[config.mk]
export PLATFORM = sky130hd
export DESIGN_NAME = muxn_rr
export DESIGN_NICKNAME = d
export VERILOG_FILES = /design/src/rtl/muxn_rr_pkg.sv /design/src/rtl/muxn_rr_arbiter.sv /design/src/rtl/muxn_rr.sv
export SDC_FILE = /design/constraint.sdc
export NUM_CORES = 1
export LEC_CHECK = 0
export BUFFER_PORTS_ARGS = -buffer_cell sky130_fd_sc_hd__clkbuf_2
export CAP_MARGIN = 20
export CORE_MARGIN = 2
export CORE_UTILIZATION = 35
export CTS_CLUSTER_DIAMETER = 100
export DETAILED_ROUTE_END_ITERATION = 8
export PLACE_DENSITY = 0.73
export SETUP_SLACK_MARGIN = 0.4
export SLEW_MARGIN = 5
export SYNTH_ARGS = -nofsm -noshare
export SYNTH_HDL_FRONTEND = slang
export SYNTH_SLANG_ARGS = --single-unit
[constraint.sdc]
create_clock -name clk -period 3 [get_ports clk]
set_input_delay 0.6 -clock clk [delete_from_list [all_inputs] [get_ports clk]]
set_output_delay 0.6 -clock clk [all_outputs]
set_load 0.01 [all_outputs]
[src/rtl/muxn_rr_pkg.sv]
// ============================================================================
// Module   : muxn_pkg
// Brief    : Shared types and the round-robin pick helper for muxn_rr.
// Revision : 1.0 - initial release
// ============================================================================
`default_nettype none

package muxn_pkg;

  localparam int unsigned MUXN_MAX_N = 32;
  localparam int unsigned MUXN_IDX_W = 5;

  typedef enum logic {
    MODE_FIXED = 1'b0,
    MODE_RR    = 1'b1
  } mux_mode_e;

  typedef struct packed {
    logic                  found;
    logic [MUXN_IDX_W-1:0] idx;
  } rr_pick_t;

  // First requester at or after ptr, wrapping modulo n.
  function automatic rr_pick_t rr_pick(input logic [MUXN_MAX_N-1:0] valid,
                                       input int unsigned ptr,
                                       input int unsigned n);
    rr_pick_t    r;
    int unsigned c;
    r = '0;
    for (int unsigned k = 0; k < MUXN_MAX_N; k++) begin
      c = (ptr + k) % n;
      if (k < n && !r.found && valid[c[MUXN_IDX_W-1:0]]) begin
        r.found = 1'b1;
        r.idx   = c[MUXN_IDX_W-1:0];
      end
    end
    return r;
  endfunction

endpackage

`default_nettype wire

[src/rtl/muxn_rr_arbiter.sv]
// ============================================================================
// Module   : rr_arbiter
// Brief    : Round-robin pick over N requests with a registered pointer.
// Revision : 1.0 - initial release
// ============================================================================
`default_nettype none

module rr_arbiter
  import muxn_pkg::*;
#(
  parameter int N  = 4,
  parameter int SW = $clog2(N)
) (
  input  logic          clk,
  input  logic          rst_n,
  input  logic [N-1:0]  i_valid,
  input  logic          i_advance,
  output logic [SW-1:0] o_grant,
  output logic          o_found
);

  logic [SW-1:0]         r_ptr;
  logic [MUXN_MAX_N-1:0] w_vext;
  rr_pick_t              w_pick;

  always_comb begin
    w_vext         = '0;
    w_vext[N-1:0]  = i_valid;
    w_pick         = rr_pick(w_vext, 32'(r_ptr), N);
  end

  assign o_grant = SW'(w_pick.idx);
  assign o_found = w_pick.found;

  // Pointer moves just past the winner so it has lowest priority next time.
  always_ff @(posedge clk or negedge rst_n) begin
    if (!rst_n) begin
      r_ptr <= '0;
    end else if (i_advance) begin
      r_ptr <= (o_grant == SW'(N-1)) ? '0 : o_grant + SW'(1);
    end
  end

endmodule

`default_nettype wire

[src/rtl/muxn_rr.sv]
// ============================================================================
// Module   : muxn_rr
// Brief    : N:1 registered mux with valid/ready, fixed or round-robin select.
//            Define MUXN_RR_CHAN_ID_EN to add the out_chan index output.
// Revision : 1.0 - initial release
// ============================================================================
`default_nettype none

module muxn_rr
  import muxn_pkg::*;
#(
  parameter int N  = 4,
  parameter int W  = 8,
  parameter int SW = $clog2(N)
) (
  input  logic           clk,
  input  logic           rst_n,
  input  logic [N*W-1:0] in_data,
  input  logic [N-1:0]   in_valid,
  output logic [N-1:0]   in_ready,
  input  logic           mode,
  input  logic [SW-1:0]  sel,
  output logic [W-1:0]   out_data,
  output logic           out_valid,
`ifdef MUXN_RR_CHAN_ID_EN
  output logic [SW-1:0]  out_chan,
`endif
  input  logic           out_ready
);

  mux_mode_e     w_mode;
  logic          w_load;
  logic          w_xfer;
  logic          w_fix_found;
  logic [SW-1:0] w_fix_grant;
  logic          w_rr_found;
  logic [SW-1:0] w_rr_grant;
  logic          w_found;
  logic [SW-1:0] w_grant;
  logic [W-1:0]  w_sel_data;

  logic [W-1:0]  r_out_data;
  logic          r_out_valid;

  assign w_mode = mux_mode_e'(mode);
  assign w_load = !r_out_valid || out_ready;

  // Loop compare keeps sel >= N (non-power-of-2 N) a clean no-grant.
  always_comb begin
    w_fix_found = 1'b0;
    w_fix_grant = '0;
    for (int i = 0; i < N; i++) begin
      if (sel == SW'(i) && in_valid[i]) begin
        w_fix_found = 1'b1;
        w_fix_grant = SW'(i);
      end
    end
  end

  rr_arbiter #(.N(N), .SW(SW)) u_arb (
    .clk       (clk),
    .rst_n     (rst_n),
    .i_valid   (in_valid),
    .i_advance (w_xfer && (w_mode == MODE_RR)),
    .o_grant   (w_rr_grant),
    .o_found   (w_rr_found)
  );

  assign w_found = (w_mode == MODE_RR) ? w_rr_found : w_fix_found;
  assign w_grant = (w_mode == MODE_RR) ? w_rr_grant : w_fix_grant;
  assign w_xfer  = w_load && w_found;

  always_comb begin
    in_ready   = '0;
    w_sel_data = '0;
    for (int i = 0; i < N; i++) begin
      if (w_grant == SW'(i)) begin
        in_ready[i] = w_xfer;
        w_sel_data  = in_data[i*W +: W];
      end
    end
  end

  always_ff @(posedge clk or negedge rst_n) begin
    if (!rst_n) begin
      r_out_data  <= '0;
      r_out_valid <= 1'b0;
    end else if (w_xfer) begin
      r_out_data  <= w_sel_data;
      r_out_valid <= 1'b1;
    end else if (out_ready) begin
      r_out_valid <= 1'b0;
    end
  end

  assign out_data  = r_out_data;
  assign out_valid = r_out_valid;

`ifdef MUXN_RR_CHAN_ID_EN
  logic [SW-1:0] r_out_chan;

  always_ff @(posedge clk or negedge rst_n) begin
    if (!rst_n) begin
      r_out_chan <= '0;
    end else if (w_xfer) begin
      r_out_chan <= w_grant;
    end
  end

  assign out_chan = r_out_chan;
`endif

endmodule

`default_nettype wire

Word level (Yosys, flattened, before mapping) --
Index checks and enable logic that the tools add are counted.
Storage, ports and cells: register bits after elaboration 11
Cells by class: add/subtract/negate cells 4, magnitude comparators 4, equal/unequal tests 7, muxes and demuxes 32, reductions and logical operators 17
Operator list (number):
- 2-to-1 mux 8 bit | 4
- less-than comparator 2 x 6 -> 1 bit (second input constant) | 4
- 2-to-1 mux 6 bit | 4
- 2-to-1 mux 1 bit | 16
- == test 2 bit (second input constant) | 5
- logical AND 1 bit | 9
- binary-select mux 1 bit (select 2 bit) | 4
- 2-to-1 mux 2 bit | 4
- adder 2 x 1 -> 2 bit (second input constant) | 2
- adder 2 bit (second input constant) | 2
- == test 2 x 1 -> 1 bit (second input constant) | 2
- zero test 1 bit | 4
- zero test 2 bit | 2
- nonzero test 2 bit | 1
- logical OR 1 bit | 1

Longest topological paths before layout --
Gate-level depths: netlist of the first run.
word-level depth 18, depth in mapped cells 8, mapped depth without buffers 6

Modules after synthesis --
From an unflattened synthesis of the first run, not the netlist that was laid out.
Unflattened totals: cell total of the unflattened synthesis 103, area total of the unflattened synthesis 1003.5 um^2
Modules (own cells, without submodules):
- muxn_rr | instances 1, cells an instance 86, area an instance 834.6 um^2
- rr_arbiter | instances 1, cells an instance 17, area an instance 168.9 um^2

Least setup slack after synthesis of the first run --
No wires, ideal clock.
kind input port to output port, start in in_valid[1], end out in_ready[2], data arrival time 1.932 ns, data required time 2.400 ns, slack 0.468 ns, cell stages on the path 6, buffers on the path 2, cells stage by stage clkbuf_2 > a221o_1 > o31a_1 > or3b_1 > buf_6 > inv_1
On the way: word-level cells in the longest chain between the ends 15, elaborated cells between the ends (all ways) 30
Ends and longest elaborated chain:
- start: declaration | line muxn_rr.sv:19 | input logic [N-1:0] in_valid,
- binary-select mux 1 bit (select 2 bit) | line muxn_rr_pkg.sv:32 | if (k < n && !r.found && valid[c[MUXN_IDX_W-1:0]]) begin
- 2-to-1 mux 1 bit (implied by the code) | line muxn_rr_pkg.sv:32
- 2-to-1 mux 6 bit | line muxn_rr_pkg.sv:32
- zero test 1 bit | line muxn_rr_pkg.sv:32
- logical AND 1 bit | line muxn_rr_pkg.sv:32
- 2-to-1 mux 6 bit | line muxn_rr_pkg.sv:32
- zero test 1 bit | line muxn_rr_pkg.sv:32
- logical AND 1 bit | line muxn_rr_pkg.sv:32
- 2-to-1 mux 6 bit | line muxn_rr_pkg.sv:32
- zero test 1 bit | line muxn_rr_pkg.sv:32
- logical AND 1 bit | line muxn_rr_pkg.sv:32
- 2-to-1 mux 6 bit | line muxn_rr_pkg.sv:32
- 2-to-1 mux 2 bit / 2-to-1 mux 1 bit (equally long branches) | line muxn_rr.sv:70, muxn_rr.sv:69
- == test 2 bit / logical AND 1 bit (equally long branches) | line muxn_rr.sv:77, muxn_rr.sv:71
- 2-to-1 mux 1 bit (*) | line muxn_rr.sv:77 | if (w_grant == SW'(i)) begin
- end: declaration | line muxn_rr.sv:20 | output logic [N-1:0] in_ready,
Every way passes the cells marked *; elsewhere a longest branch is shown, timed or not. The select of a mux whose other input is x is not followed.

Final worst setup path of the first run --
Same ends and word-level chain as after synthesis.

==> results.toml, run 1 <==
[placement]
gp_congestion = 0.8109
dp_hpwl_um = 2191
placedInstanceArea_um2 = 1212
portBuffers = 54
dpl_worst_slack_ns = 0.2247

[yosys]
synth_compound_gate_area_share_pct = 30.94
yosysSeqAreaShare_pct = 28.72
yosysUniqueCellTypes = 37
yosys.area.top_type = "dfrtp_1"
synth_enable_flop_cells = 0
synth_xor_area_share_pct = 0.9138
synth_top_family_by_area = "compound AO/OA/AOI/OAI gates"
synthMuxAreaShare_pct = 12.92
synth_area_per_cell_um2 = 9.128
synthSimpleGateAreaFrac_pct = 14.23
synth_seq_cells = 11
synthAdderAreaFrac_pct = 0
synth_warnings = 0
synthCells = 105
yosysTopAreaCellShare_pct = 28.72
synth_flop_cell = "dfrtp_1"
synthesis.area_um2 = 958.4
async_reset_ff_share_pct = 100.0
synth_nets = 147
synth_top_cells_by_area = "dfrtp_1 (29%), mux2i_1 (9.4%), a221o_1 (6.3%), o22ai_1 (5.2%), inv_1 (5.1%)"

[global_route]
grt_util_all_layers_pct = 18.22
overflow = 0
antenna_found_initial = 0
grt_start_max_net_pins = 12
grt_pass1_wl_um = 4609
grt_pass1_vias = 1058

[power_and_ir_drop]
p_leak_uw = 0.0007593
ir_drop_mv = 0.3972
p_per_area_nw_per_um2 = 589.1
power_uw = 812.3

[routing]
avgViaCountPerCell = 5.401
routed-via-count = 1091
drt_wl_total_um = 2961
dr.pass1.iters = 4
ant_nets = 0
drt-initial-drc-count = 32
post-route-drc-count = 0
post_drt_wl_per_cell_um = 14.66

[sta]
hold_viol_final = 0
setup-tns-final_ns = 0
slew_violations = 0
max_freq_mhz = 378.1
maxSlewHeadroom_pct = 76.55
timing.final.crit_share_pct = 88.16
post-route-min-period_ns = 2.645
setup_slack_ns = 0.3553
worstMarginPinSlew_ns = 0.3518
rsz0062_at_grt = "yes"
setup_viol = 0
skew_ns = 0.01046

[finish]
final_cell_area_um2 = 1379
num_antenna_cells = 0
syn2layout_area_growth_pct = 43.86
drive_above_1_share_pct = 52.91
final_core_util_pct = 54.18
fin_nets = 215

[setup_path]
cpPeakStageDelay_ns = 0.40
worst-r2r-cell-count = 9
crit_buf_inv = 3
cp_slowest_cell = "or3b_1"
cp.arrival_ns = 2.04
critical_path_required_ns = 2.40
endpoint_kind = "output pin"
r2r_start = "u_arb.r_ptr[1]$_DFFE_PN0P_"
cp_max_fo = 8
startpoint = "in_valid[1]"
path_delay_family = "compound AO/OA/AOI/OAI gates"
worstPathCellList = "buf_4 > a221o_1 > o31a_1 > or3b_1 > inv_1 > buf_2"
critPathLaunchType = "input port"
path_depth = 6
crit_type = "input port to output pin"

[floorplanning]
pin_count = 55
core-area_um2 = 2545
num_rows = 18
die_y_um = 56.33
die_w_um = 56.33
die_area_um2 = 3173
start_util_pct = 37.66

[cts]
htreeDepth = 1
path_clk_slew_ns = 0.08
insertion_delay_ns = 0.27
cts_buffers = 3
root_buffer = "clkbuf_4"
cts_tree = "yes"
cts_max_path_buffers = 2
cts_sinks = 11

[run]
drv_cap = 0

[hold_path]
hold_class = "input port to asynchronous set/reset pin"

[outcome]
status = "completed"
[cell usage in the layout, fill, tap and decap left out, types with 2 or more instances in the layout]
cell      instances
mux2_2            3
buf_4            17
nand2_1           8
clkbuf_2         49
a21oi_1           2
nor2_1            6
inv_1            13
o22ai_1           8
a221o_2           3
dfrtp_1           9
o22a_1            2
a221o_1           6
mux2i_1           9
buf_2             2
dfrtp_2           2
o21ai_0           2
nand4b_1          2
clkbuf_4          5
[registers in the layout, summed over array words and instances (netlist names), named ones only]
register,flops
out_data,8
out_valid,1
u_arb.r_ptr,1
[through the flow]
stage,hold WS [ns],instances
after detailed placement,0.4959,183
after floorplan,0.3044,105
after CTS,0.2012,196
after global placement,0.4909,183
after global routing,0.2091,202
final,0.1923,202
[report_power, final]
part / switching [uW] / total [uW] / internal, uW
Clock: 52.0 / 104 / 51.5
Sequential: 42.2 / 246 / 204
Combinational: 222 / 462 / 240
[path summary, 6_finish.rpt]
kind,to,slack (ns)
hold reg to reg,out_data[6]$_DFFE_PN0N_,0.51
hold / removal,out_data[7]$_DFFE_PN0N_,0.19
max in group asynchronous,asynchronous set/reset pin,2.55
min in group clk,out_data[6]$_DFFE_PN0N_,0.51
setup reg to reg,out_data[0]$_DFFE_PN0N_,0.59
setup / recovery,in_ready[2],0.36
[Yosys cell counts, drive strengths merged (2+ instances only)]
library cell	count
a21oi	3
a221o	9
a31oi	2
buf	5
clkbuf	3
dfrtp	11
inv	13
mux2	3
mux2i	9
nand2	8
nand2b	2
nand4b	2
nor2	7
nor3	2
o21ai	4
o22a	2
o22ai	8
or3b	2
[cells by family after synthesis]
group           count (synthesis)
buf+inv                        21
compound gates                 35
xor+xnor                        1
simple gates                   25
flops                          11
mux                            12
[cell type report]
class | instances | area (um^2)
fillers | 220 | 1166
multi-input cells | 73 | 586.8
repair buffers | 71 | 401.6
flip-flops and latches | 11 | 277.8
inverters | 13 | 48.80
well taps | 30 | 37.54
clock buffers | 4 | 26.28
[layer usage]
metal	vias up	GRT usage [%]	share of wire, %
li1	526	-	-
met1	519	22.11	38
met2	34	30.42	54
met3	12	4.378	4.5
met4	0	8.163	3.4
met5	-	0	0
[what timing repair did]
action / 4_1_cts / 5_1_grt
pin swaps: 3 / 5
hold buffers: 0 / 0
setup buffers: 9 / 6
setup endpoints to repair: 4 / 4
gates resized for setup: 6 / 10
(Power assumes the default switching activity.)
==> run 2: changes to the inputs <==
- CORE_MARGIN: 2 -> default
- clock period: 3 -> 3.05 ns (I/O delays scaled with it)
==> run 2 against run 1 <==
Compared with the run above: flip-flop and latch count is the same; highest routed layer unchanged; largest power group unchanged; critical endpoint unchanged; sequential share of layout area grew 0.37 points; count of clock-buffer cells in the layout is the same; global-route usage grew 0.38 points; clock power shrank 8%; non-clock buffer count shrank 4.
==> results.toml, run 2 (synthesis gave the netlist of run 1 again) <==
[outcome]
status = "completed"

[floorplanning]
core-area_um2 = 2522
die_w_um = 54.33
die_area_um2 = 2952
die_y_um = 54.33
start_util_pct = 38.00
pin_count = 55
num_rows = 18

[routing]
drt_wl_total_um = 2637
avgViaCountPerCell = 5.298
post_drt_wl_per_cell_um = 13.32
ant_nets = 0
post-route-drc-count = 0
dr.pass1.iters = 4
routed-via-count = 1049
drt-initial-drc-count = 15

[cts]
cts_buffers = 3
cts-hold-fix-buffers = 0
insertion_delay_ns = 0.26
path_clk_slew_ns = 0.07
htreeDepth = 1
cts_max_path_buffers = 2
cts_tree = "yes"
root_buffer = "clkbuf_4"
cts_sinks = 11

[sta]
setup-tns-final_ns = 0
timing.final.crit_share_pct = 85.68
rsz0062_at_grt = "no"
holdWs_ns = 0.2156
max_freq_mhz = 382.7
maxSlewHeadroom_pct = 79.65
post-route-min-period_ns = 2.613
slew_violations = 0
setup_viol = 0
skew_ns = 0.0004405
worstMarginPinSlew_ns = 0.3030
hold_viol_final = 0

[placement]
gp_congestion = 0.7738
dp_hpwl_um = 2069
portBuffers = 54

[setup_path]
cp_slowest_cell = "or3b_1"
reg2reg_slack_ns = 0.93
cpPeakStageDelay_ns = 0.40
cp_max_fo = 8
crit_buf_inv = 3
cp.arrival_ns = 2.00
r2r_start = "u_arb.r_ptr[1]$_DFFE_PN0P_"
worstPathCellList = "clkbuf_4 > a221o_1 > o31a_1 > or3b_1 > inv_1 > buf_2"
critical_path_required_ns = 2.44
endpoint = "in_ready[2]"
worst-r2r-cell-count = 8
path_depth = 6
startpoint = "in_valid[0]"
path_delay_family = "compound AO/OA/AOI/OAI gates"
r2r_end = "out_data[7]$_DFFE_PN0N_"
crit_type = "input port to output pin"
endpoint_kind = "output pin"
critPathLaunchType = "input port"

[global_route]
grt_start_max_net_pins = 12
grt_pass1_wl_um = 4015
met1_usage_pct = 20.60
grt_util_all_layers_pct = 18.61
grt_pass1_vias = 1003
overflow = 0
antenna_found_initial = 0
gr-usage-met2_pct = 36.38
met3_usage_pct = 2.222
busiest_layer = "met2"

[power_and_ir_drop]
ir_drop_mv = 0.3014
p_per_area_nw_per_um2 = 574.5
p_leak_uw = 0.0007463

[run]
drv_cap = 0

[finish]
fin_nets = 211
largest_reg_flops = 8
final_cell_mix = "clkbuf_2 (49), buf_4 (14), inv_1 (12)"
drive_above_1_share_pct = 53.57
fillCellCount = 243
num_antenna_cells = 0
syn2layout_area_growth_pct = 41.25
final_common_cell = "clkbuf_2"

[hold_path]
hold_class = "input port to asynchronous set/reset pin"
-- run 2: routing by layer --
layer	part of all wire [%]	vias up	wire, um
li1	-	517	-
met5	0	-	0
met1	42	492	1118
met3	5.7	4	150
met4	0.87	0	23
met2	51	36	1344
-- run 2: how the worst min path moves through the flow --
stage	slack, ns	depth (start not counted)	end
after floorplan	0.31	0	asynchronous set/reset pin
after global placement	0.50	1	out_data[5]$_DFFE_PN0N_
after detailed placement	0.50	1	out_data[7]$_DFFE_PN0N_
after CTS	0.22	1	out_data[3]$_DFFE_PN0N_
after global routing	0.22	1	out_data[0]$_DFFE_PN0N_
final	0.22	1	out_data[3]$_DFFE_PN0N_
-- run 2: timing repair --
item                       CTS  global route
resized for setup            8             8
buffers inserted             5             5
setup endpoints to repair    3             2
pin swaps                    3             7
-- run 2: where the power goes --
part,total (uW),internal (uW),switching (uW)
sequential,244,201,43.3
combinational,437,230,207
clock,96.1,50.4,45.7
-- run 2: cell type report --
class,count,area [um^2],area share (%)
Clock buffer,4,26.28,1.941
Sequential cell,11,277.8,20.52
Timing Repair Buffer,67,381.6,28.19
Inverter,13,48.80,3.604
Multi-Input combinational cell,73,581.8,42.98
Tap cell,30,37.54,2.773
-- run 2: stage by stage --
step           power, uW  util, %  instance area, um^2  instances  setup WS (ns)
5_1_grt            844.3    53.67                 1354        198         0.3814
3_5_place_dp       609.8    48.36                 1220        184         0.2077
6_report           777.7    53.67                 1354        198         0.4368
3_3_place_gp       600.7    48.36                 1220        184         0.2570
4_1_cts            756.8    51.79                 1306        193         0.3805
2_1_floorplan      514.4        -                958.4        105         0.4980
-- run 2: worst register-to-register path, delay by kind of cell, from the launching register on --
kind / cells / cell delay, ns
buffers and inverters: 2 / 0.36
AO/OA/AOI/OAI: 5 / 1.14
flip-flops: 1 / 0.45
AND/OR/NAND/NOR: 1 / 0.07
==> run 3: changes to the inputs <==
--- a/constraint.sdc
+++ b/constraint.sdc
@@ -3,2 +3,2 @@
 set_output_delay 0.61 -clock clk [all_outputs]
-set_load 0.01 [all_outputs]
+set_load 0.1 [all_outputs]
==> run 3 against run 2 <==
Compared with the run above: wire length decreased by 4.3%; power up 43%; highest routed layer unchanged; critical path depth stayed put; critical path type unchanged; worst setup slack worse by 0.15 ns.
==> results.toml, run 3 (synthesis gave the netlist of run 1 again) <==
[outcome]
status = "completed"

[floorplanning]
die_area_um2 = 2952
pin_count = 55
num_rows = 18
start_util_pct = 38.00
core-area_um2 = 2522
die_w_um = 54.33
die_y_um = 54.33

[sta]
post-route-min-period_ns = 2.760
hold_viol_final = 0
max_freq_mhz = 362.3
rsz0062_at_grt = "yes"
slew_violations = 0
setup_viol = 0
setup-tns-final_ns = 0
setup_slack_ns = 0.2896
worstMarginPinSlew_ns = 0.5547
skew_ns = 0.003120
timing.final.crit_share_pct = 90.50
maxSlewHeadroom_pct = 63.18

[power_and_ir_drop]
p_switching_uw = 627.8
internal_power_uw = 484.5
p_leak_uw = 0.0007280
pwr-share-comb_pct = 69.4
p_per_area_nw_per_um2 = 792.3
p_seq_share_pct = 21.9
p_sw_share_pct = 56.44
ir_drop_mv = 0.6804
clock_power_share_pct = 8.7

[finish]
drive_above_1_share_pct = 55.21
final_core_util_pct = 55.65
final_cell_mix = "clkbuf_2 (47), inv_1 (11), mux2i_1 (9)"
final_cell_area_um2 = 1404
syn2layout_area_growth_pct = 46.48
final_cells = 193
ff_latch_area_um2 = 279.0
num_antenna_cells = 0
multi_input_area_um2 = 600.6
fillCellCount = 238
fin_nets = 206
final_common_cell = "clkbuf_2"
largest_reg_flops = 8

[global_route]
overflow = 0
met3_usage_pct = 2.222
grt_pass1_wl_um = 3898
antenna_found_initial = 0
busiest_layer = "met2"
grt_pass1_vias = 950
grt_start_max_net_pins = 12
met1_usage_pct = 20.13
grt_util_all_layers_pct = 18.27
gr-usage-met2_pct = 33.74

[hold_path]
hold_class = "input port to asynchronous set/reset pin"

[setup_path]
endpoint_kind = "output pin"
crit_type = "input port to output pin"
cp.arrival_ns = 2.15
cpPeakStageDelay_ns = 0.41
cp_slowest_cell = "or3b_4"
critPathLaunchType = "input port"
critical_path_required_ns = 2.44
cp_max_fo = 8
worstPathCellList = "clkbuf_4 > a221o_1 > o31a_1 > or3b_4 > clkinvlp_4 > buf_12"

[routing]
routed-via-count = 1049
dr.pass1.iters = 4
drt-initial-drc-count = 19
drt_wl_total_um = 2523
post-route-drc-count = 0
post_drt_wl_per_cell_um = 13.07
ant_nets = 0
avgViaCountPerCell = 5.435

[placement]
dp.cells = 185
portBuffers = 54
dp_hpwl_um = 2031
placedInstanceArea_um2 = 1318
gp_congestion = 0.8194
dpl_worst_slack_ns = 0.2934

[run]
drv_cap = 0

[cts]
cts-hold-fix-buffers = 0
path_clk_slew_ns = 0.07
cts_sinks = 11
htreeDepth = 1
cts_tree = "yes"
insertion_delay_ns = 0.26
cts_max_path_buffers = 2
root_buffer = "clkbuf_4"
cts_buffers = 3
-- run 3: changes by cell type in the layout (fill, tap and decap cells not counted), sizes merged --
cell	previous run	this run
buf	16	12
clkbuf	55	54
clkinvlp	0	1
inv	13	12
-- run 3: power groups by stage --
stage               registers, uW  logic, uW  clock network (uW)
floorplan                     525        324                   0
global placement              250        712                   0
detailed placement            252        720                   0
CTS                           243        756                 104
global route                  252        813                 113
finish                        244        772                96.9
-- run 3: worst paths after layout --
check / startpoint / endpoint / slack, ns / depth (start not counted)
setup / recovery: in_valid[0] / in_ready[2] / 0.29 / 6
hold / removal: rst_n / out_data[3]$_DFFE_PN0N_ / 0.21 / 1
setup reg to reg: u_arb.r_ptr[1]$_DFFE_PN0P_ / out_data[7]$_DFFE_PN0N_ / 0.90 / 7
hold reg to reg: out_data[5]$_DFFE_PN0N_ / out_data[5]$_DFFE_PN0N_ / 0.52 / 1
max in group asynchronous: rst_n / asynchronous set/reset pin / 2.61 / 1
min in group clk: out_data[5]$_DFFE_PN0N_ / out_data[5]$_DFFE_PN0N_ / 0.52 / 1
-- run 3: critical path, delay by kind of cell --
kind	cells	cell delay, ns
AO/OA/AOI/OAI	2	0.69
buffers and inverters	3	0.43
AND/OR/NAND/NOR	1	0.41
-- run 3: cell type report --
cell class	instances	area share, %
clock buffer	4	1.872
inverter	13	3.743
multi-input combinational	73	42.78
sequential	11	19.88
tap	30	2.674
timing repair buffer	62	29.06
-- run 3: metal layers --
layer	vias to the layer above	wire length (um)
met5	-	0
met4	0	33
met2	41	1318
li1	509	-
met1	495	1026
met3	4	145
-- run 3: what timing repair did --
action,in CTS,in global routing
setup buffers,2,2
setup endpoints to repair,3,4
gates resized for setup,10,4
pin swaps,3,0
-- run 3: metrics by stage --
step | hold WS (ns) | power [uW]
4_1_cts | 0.2127 | 1103
2_1_floorplan | 0.3144 | 849.3
3_3_place_gp | 0.4943 | 961.0
3_5_place_dp | 0.4982 | 971.9
6_report | 0.2077 | 1112
5_1_grt | 0.2121 | 1178
